`config.mk`:
```
export PLATFORM = sky130hd
export DESIGN_NAME = overlay_top
export DESIGN_NICKNAME = d
export VERILOG_FILES = /design/src/rtl/overlay_top.sv
export SDC_FILE = /design/constraint.sdc
export NUM_CORES = 1
export LEC_CHECK = 0
export ABC_AREA = 1
export CORE_MARGIN = 5
export CORE_UTILIZATION = 50
export DETAILED_ROUTE_END_ITERATION = 12
export GPL_TIMING_DRIVEN = 0
export PLACE_DENSITY = 0.81
export REMOVE_ABC_BUFFERS = 1
export SYNTH_ARGS = -nofsm -noshare
export SYNTH_HDL_FRONTEND = slang
export SYNTH_SLANG_ARGS = --single-unit
```
`constraint.sdc`:
```
create_clock -name i_clk -period 2.3 [get_ports i_clk]
set_clock_uncertainty 0.1 [all_clocks]
set_input_delay 0.46 -clock i_clk [delete_from_list [all_inputs] [get_ports i_clk]]
set_output_delay 0.46 -clock i_clk [all_outputs]
set_load 0.01 [all_outputs]
```
`src/rtl/overlay_top.sv`:
```
// -----------------------------------------------------------------------------
// overlay_top
//   This is a signal-processing overlay that sits between the AD9361 receive
//   interface and the DMA/PS path. It has four independent 16-bit signed sample
//   lanes (I0, Q0, I1, Q1). Each lane is a boxcar moving-average smoother
//   followed by a power-of-two output gain and saturation to 16 bits.
//
//   Pipeline per lane:
//     stage 1 : history shift + running-sum update
//     stage 2 : average, gain, saturate
//   The output strobe appears two cycles after the input strobe. The block
//   has no backpressure.
//
// Parameters
//   LOG2_TAPS  : averaging window = 2^LOG2_TAPS samples (0..6, 0 = pass-through)
//   GAIN_SHIFT : left shift applied after averaging (0..15)
//
// Build option
//   OVERLAY_ROUND_EN : when defined, the average rounds half-up instead of
//                      truncating toward -inf.
//
// Ports
//   i_clk                 single clock
//   i_rst                 synchronous, active-high reset
//   i_{I0,Q0,I1,Q1}_data  signed input samples
//   i_{I0,Q0,I1,Q1}_valid input qualifiers
//   o_{I0,Q0,I1,Q1}_data  signed processed samples (registered, hold between strobes)
//   o_{I0,Q0,I1,Q1}_valid one-cycle output strobes
// -----------------------------------------------------------------------------

module overlay_lane #(
  parameter int LOG2_TAPS  = 2,
  parameter int GAIN_SHIFT = 0
) (
  input  logic               clk,
  input  logic               rst,
  input  logic signed [15:0] in_data,
  input  logic               in_valid,
  output logic signed [15:0] out_data,
  output logic               out_valid
);

  localparam int TAPS  = 1 << LOG2_TAPS;
  localparam int SUM_W = 16 + LOG2_TAPS;          // holds TAPS full-scale samples exactly
  localparam int EXT_W = SUM_W + 1;               // headroom for the rounding bias
  localparam int SCL_W = EXT_W + GAIN_SHIFT;      // gain applied at full width

  localparam logic signed [SCL_W-1:0] SAT_MAX = SCL_W'(32767);
  localparam logic signed [SCL_W-1:0] SAT_MIN = SCL_W'(-32768);

  logic signed [15:0]      hist [TAPS];
  logic signed [SUM_W-1:0] sum_q;
  logic signed [SUM_W-1:0] sum_next;
  logic                    s1_valid;

  logic signed [EXT_W-1:0] sum_ext;
  logic signed [EXT_W-1:0] avg;
  logic signed [SCL_W-1:0] scaled;
  logic signed [15:0]      sat;

  // The running sum adds the newcomer and removes the sample that is about to
  // fall off the end of the window. The history starts at zero, so the first
  // outputs are partial averages.
  assign sum_next = sum_q + SUM_W'(in_data) - SUM_W'(hist[TAPS-1]);

  // Stage 1: history and running sum, advanced only on valid samples.
  always_ff @(posedge clk) begin
    if (rst) begin
      // NOTE: the history array is reset explicitly because it is part of the
      // running-sum state. A stale sample left in it would corrupt the sum
      // forever after. This costs reset fan-out, and here that cost is required.
      for (int i = 0; i < TAPS; i++) hist[i] <= '0;
      sum_q    <= '0;
      s1_valid <= 1'b0;
    end else begin
      s1_valid <= in_valid;
      if (in_valid) begin
        hist[0] <= in_data;
        for (int i = 1; i < TAPS; i++) hist[i] <= hist[i-1];
        sum_q <= sum_next;
      end
    end
  end

  // Stage 2 datapath: average, gain, saturate.
  always_comb begin
    // NOTE: every variable in this block is assigned on all paths (defaults
    // first, then overrides), so synthesis cannot infer a latch.
    sum_ext = EXT_W'(sum_q);
`ifdef OVERLAY_ROUND_EN
    // Round half-up: add half an LSB of the divided result before shifting.
    // For a one-tap window the bias is zero, so the rounding step has no effect.
    sum_ext = sum_ext + EXT_W'(TAPS / 2);
`endif
    avg    = sum_ext >>> LOG2_TAPS;
    scaled = SCL_W'(avg) <<< GAIN_SHIFT;
    sat    = scaled[15:0];
    if (scaled > SAT_MAX) begin
      sat = 16'sh7fff;
    end else if (scaled < SAT_MIN) begin
      sat = 16'sh8000;
    end
  end

  // Stage 2 register: the data holds its last value between strobes.
  always_ff @(posedge clk) begin
    if (rst) begin
      out_data  <= '0;
      out_valid <= 1'b0;
    end else begin
      out_valid <= s1_valid;
      if (s1_valid) out_data <= sat;
    end
  end

endmodule

module overlay_top #(
  parameter int LOG2_TAPS  = 2,
  parameter int GAIN_SHIFT = 0
) (
  input  logic               i_clk,
  input  logic               i_rst,
  input  logic signed [15:0] i_I0_data,
  input  logic signed [15:0] i_Q0_data,
  input  logic signed [15:0] i_I1_data,
  input  logic signed [15:0] i_Q1_data,
  input  logic               i_I0_valid,
  input  logic               i_Q0_valid,
  input  logic               i_I1_valid,
  input  logic               i_Q1_valid,
  output logic signed [15:0] o_I0_data,
  output logic signed [15:0] o_Q0_data,
  output logic signed [15:0] o_I1_data,
  output logic signed [15:0] o_Q1_data,
  output logic               o_I0_valid,
  output logic               o_Q0_valid,
  output logic               o_I1_valid,
  output logic               o_Q1_valid
);

  // The four lanes are identical and do not share any state.
  overlay_lane #(.LOG2_TAPS(LOG2_TAPS), .GAIN_SHIFT(GAIN_SHIFT)) u_i0 (
    .clk(i_clk), .rst(i_rst),
    .in_data(i_I0_data), .in_valid(i_I0_valid),
    .out_data(o_I0_data), .out_valid(o_I0_valid)
  );

  overlay_lane #(.LOG2_TAPS(LOG2_TAPS), .GAIN_SHIFT(GAIN_SHIFT)) u_q0 (
    .clk(i_clk), .rst(i_rst),
    .in_data(i_Q0_data), .in_valid(i_Q0_valid),
    .out_data(o_Q0_data), .out_valid(o_Q0_valid)
  );

  overlay_lane #(.LOG2_TAPS(LOG2_TAPS), .GAIN_SHIFT(GAIN_SHIFT)) u_i1 (
    .clk(i_clk), .rst(i_rst),
    .in_data(i_I1_data), .in_valid(i_I1_valid),
    .out_data(o_I1_data), .out_valid(o_I1_valid)
  );

  overlay_lane #(.LOG2_TAPS(LOG2_TAPS), .GAIN_SHIFT(GAIN_SHIFT)) u_q1 (
    .clk(i_clk), .rst(i_rst),
    .in_data(i_Q1_data), .in_valid(i_Q1_valid),
    .out_data(o_Q1_data), .out_valid(o_Q1_valid)
  );

endmodule

```
==> reports/results.md <==
| Group | Parameter | Reported |
|:---|:---|:---|
| sta | Count of pins over their slew limit | 0 |
| drt | Final routed DRC violation total | 0 |
| place | GP Congestion | 0.932 |
| floorplanning | Area of the core region | 39800 sq um |
| synthesis | Leading post-synthesis cells by cell area | sky130_fd_sc_hd__edfxtp_1 38%, sky130_fd_sc_hd__dfxtp_1 14%, sky130_fd_sc_hd__inv_1 10% |
| global route | Initial antenna violation count | 2 |
| run status | Status | finished, violations left |
| drt | Post-route ant nets | 0 |
| synthesis | Sequential area share after synthesis | 0.524 |
| cts | Master cell of the clock root buffer | sky130_fd_sc_hd__clkbuf_16 |
| place | Placed insts | 2889 |
| drt | Detailed Routing Iterations Pass 1 | 7 |
| synthesis | Commonest cells post-synth | 559 x sky130_fd_sc_hd__inv_1, 345 x sky130_fd_sc_hd__nand2_1, 344 x sky130_fd_sc_hd__nor2_1, 256 x sky130_fd_sc_hd__edfxtp_1, 144 x sky130_fd_sc_hd__dfxtp_1 |
| run status | Failing checks | setup timing |
| drt | Initial detailed-routing violation count | 1169 |
| synthesis | Async SR Flop Fraction | 0 |
| setup path | Arrival @ worst endpoint | 2760 ps |
| floorplanning | Overall die width | 211 um |
| sta | Number of setup violations in the final report | 27 |
| cts | Number of clock buffers inserted by TritonCTS | 42 |
| global route | Maximum number of pins on one net before global-route repair | 72 |
| synthesis | Gate count after technology mapping | 2279 |
| sta | Final setup slack of the worst path | -135 ps |
| worst hold path | Worst min-delay path class | in -> reg |
| setup path | Crit path max fanout | 5 |
| synthesis | Number of storage elements in the synthesis netlist | 400 |
| cts | CTS clk-pin slew, worst paths | 60 ps |
| final layout | Util after Layout | 0.643 |
| power | Leak | 11.1 nW |
| synthesis | Dominant register cell in the synthesized netlist | sky130_fd_sc_hd__edfxtp_1 |
| drt | Average wire per standard cell | 16.0 um |
| drt | Total wirelength of the detailed-routed design | 48000 um |
| setup path | Category of the worst setup path capture point | register |
| place | Area of placed instances | 22000 sq um |
| sta | Setup repair after global routing missed its margin | yes |
| synthesis | Count of warnings emitted by yosys | 0 |
| floorplanning | Die Span Y | 211 um |
| setup path | Worst path required time | 2620 ps |
| setup path | Critical path class | in -> reg |
| drt | Total number of vias | 15400 |
| drt | Via density | 5.14 |
| cts | Clk Latency, worst-skew pair | 570 ps |
| synthesis | Netlist Area Pre-Place | 20200 sq um |
| synthesis | Dominant cell type by area after synthesis | sky130_fd_sc_hd__edfxtp_1 |
| global route | Total routing usage reported by global routing | 0.192 |
| sta | Hold violation count in the final report | 0 |
| floorplanning | Number of standard-cell rows in the floorplan | 73 |
| synthesis | Number of distinct library cell variants in the gate-level netlist after synthesis | 29 |
| synthesis | Avg Cell Area, Syn | 8.85 sq um |
| floorplanning | IO Count | 138 |
| floorplanning | Total Die Area | 44400 sq um |
| final layout | Final #Nets | 2653 |
| final layout | Fraction of final layout cells with drive strength greater than 1 | 0.210 |
| global route | Global-route wire length before repair | 71200 um |
| sta | Final critical delay including setup and external delays | 2440 ps |
| final layout | Final cell count without fillers | 2998 |
| sta | Transition time at the pin with the least slew margin | 1200 ps |
| cts | Sinks on the clock net | 400 |
| flow run | Number of maximum-capacitance constraint violations | 0 |
| final layout | Synthesis-to-finish area growth | 27.1% |
| power | Maximum vdd drop | 0.781 mV |
| final layout | Fill cells | 2969 |
| synthesis | EDFF count, synth | 256 |
| cts | Maximum number of buffers from clock root to sink | 3 |
| power | Power after layout | 31.0 mW |
| sta | Slew Limit Headroom | 0.198 |
| sta | Upper clock frequency limit | 0.411 GHz |
| final layout | Finished layout cell area | 25600 sq um |
| final layout | Number of inserted diodes | 0 |
| global route | Overflow left after global routing | 0 |
| place | Count of input and output buffers | 137 |
| cts | Deepest level of the CTS H-tree | 2 |
| synthesis | Library cell with the highest instance count after synthesis | sky130_fd_sc_hd__inv_1 |
| sta | WHS | 144 ps |
| place | Placed wire-length estimate | 28100 um |
| cts | TritonCTS clock tree | yes |
| sta | Part of the cycle the worst path needs | 1.06 |
| power | Power per Cell Area | 1210 nW/um^2 |
| synthesis | Top cell type's share of synthesized area | 0.381 |
| floorplanning | Initial core utilization | 0.506 |
| global route | Vias in the first global route | 15000 |
| setup path | Critical path startpoint category | input pin |
[power by group]
| part | switching, mW | internal, mW | leakage, nW |
|---|---|---|---|
| logic | 9.17 | 6.06 | 6.47 |
| registers | 0.435 | 8.57 | 4.01 |
| clock network | 2.91 | 3.87 | 0.656 |
| total | 12.5 | 18.5 | 11.1 |
[metrics by stage]
step	setup slack, ps	setup TNS [ps]
6_report	-135	-1420
5_1_grt	-195	-4910
4_1_cts	-72.5	-211
3_5_place_dp	-2380	-749300
3_3_place_gp	-2360	-1047270
2_1_floorplan	-125	-32920
[state kept, by name, summed over array words and instances, names as in the netlist, 16 cells and up]
| name | flops |
|---|---|
| u_i1.sum_q | 18 |
| u_i0.sum_q | 18 |
| u_q0.out_data | 16 |
| u_i0.hist | 64 |
| u_q1.out_data | 16 |
| u_q0.sum_q | 18 |
| u_i1.hist | 64 |
| u_q0.hist | 64 |
| u_i1.out_data | 16 |
| u_q1.sum_q | 18 |
| u_i0.out_data | 16 |
| u_q1.hist | 64 |
[cell usage in the layout (no fill, tap or decap), types with 7 or more instances in the layout]
master                            count
sky130_fd_sc_hd__clkbuf_16           45
sky130_fd_sc_hd__ha_4                62
sky130_fd_sc_hd__a21oi_2             38
sky130_fd_sc_hd__buf_4               29
sky130_fd_sc_hd__clkinv_2             8
sky130_fd_sc_hd__nand2_1            235
sky130_fd_sc_hd__nand3_1             43
sky130_fd_sc_hd__nand3b_1            20
sky130_fd_sc_hd__inv_2               84
sky130_fd_sc_hd__o22ai_1              9
sky130_fd_sc_hd__nor3_2               7
sky130_fd_sc_hd__dlymetal6s2s_1      14
sky130_fd_sc_hd__dfxtp_1            143
sky130_fd_sc_hd__clkinvlp_4           7
sky130_fd_sc_hd__nor2_1             303
sky130_fd_sc_hd__edfxtp_1           256
sky130_fd_sc_hd__nor2_4              12
sky130_fd_sc_hd__nand3_2             29
sky130_fd_sc_hd__ha_1                14
sky130_fd_sc_hd__fa_1                62
sky130_fd_sc_hd__inv_1              475
sky130_fd_sc_hd__a21oi_1             88
sky130_fd_sc_hd__o21ai_1             48
sky130_fd_sc_hd__o21ai_0             88
sky130_fd_sc_hd__clkbuf_1             9
sky130_fd_sc_hd__nor2_2              33
sky130_fd_sc_hd__nand2_2             87
sky130_fd_sc_hd__a21oi_4             12
sky130_fd_sc_hd__and2_1               7
sky130_fd_sc_hd__nand2_4             26
sky130_fd_sc_hd__clkdlybuf4s50_1    122
[layer usage]
metal,global-route usage,up-vias,share of wire
met1,0.246,7362,0.41
met2,0.334,511,0.50
met5,0,-,0.00019
li1,-,7371,-
met4,0.0619,2,0.038
met3,0.0321,149,0.052
[area by class of cell]
type / instances / area, sq um / area share
Clock buffer: 56 / 1190 / 0.0463
Clock inverter: 22 / 174 / 0.00679
Inverter: 562 / 2140 / 0.0837
Multi-Input combinational cell: 1261 / 9160 / 0.358
Sequential cell: 400 / 10600 / 0.413
Tap cell: 525 / 657 / 0.0256
Timing Repair Buffer: 171 / 1720 / 0.0670
Timing Repair inverter: 1 / 8.76 / 0.000342
[worst paths after layout]
path | from | end | slack [ps] | depth (start not counted)
setup / recovery | i_Q0_data[6] | u_q0.sum_q[7] | -140 | 12
hold / removal | i_I0_data[2] | u_i0.hist[0][2] | 140 | 3
hold reg to reg | u_q0.sum_q[12] | u_q0.sum_q[12] | 350 | 2
setup reg to reg | u_q0.hist[0][54] | u_q0.sum_q[7] | -110 | 10
[critical path: stages]
cell	delay, ps
sky130_fd_sc_hd__clkdlybuf4s50_1	470
sky130_fd_sc_hd__inv_2	60
sky130_fd_sc_hd__fa_1	600
sky130_fd_sc_hd__inv_1	90
sky130_fd_sc_hd__ha_4	330
sky130_fd_sc_hd__nand2_4	80
sky130_fd_sc_hd__nor2_1	140
sky130_fd_sc_hd__nor2_1	70
sky130_fd_sc_hd__nand2_2	100
sky130_fd_sc_hd__a21oi_1	60
sky130_fd_sc_hd__o21ai_0	130
sky130_fd_sc_hd__o21ai_0	160
[cell families after synthesis]
kind of cell	Yosys count	share of synthesized area
AND/OR/NAND/NOR	812	0.163
adder cells (fa/ha/maj)	144	0.115
flip-flops	400	0.524
buffers and inverters	618	0.119
XOR/XNOR	8	0.00347
AO/OA/AOI/OAI	297	0.0752
[repair_timing]
action,4_1_cts,5_1_grt
resized for setup,122,423
pin swaps,18,135
setup endpoints to repair,504,55
hold endpoints to repair,0,0
gates cloned,1,0
hold buffers,0,0
setup buffers,7,23
Note: power is estimated with default switching activity, not from simulation.
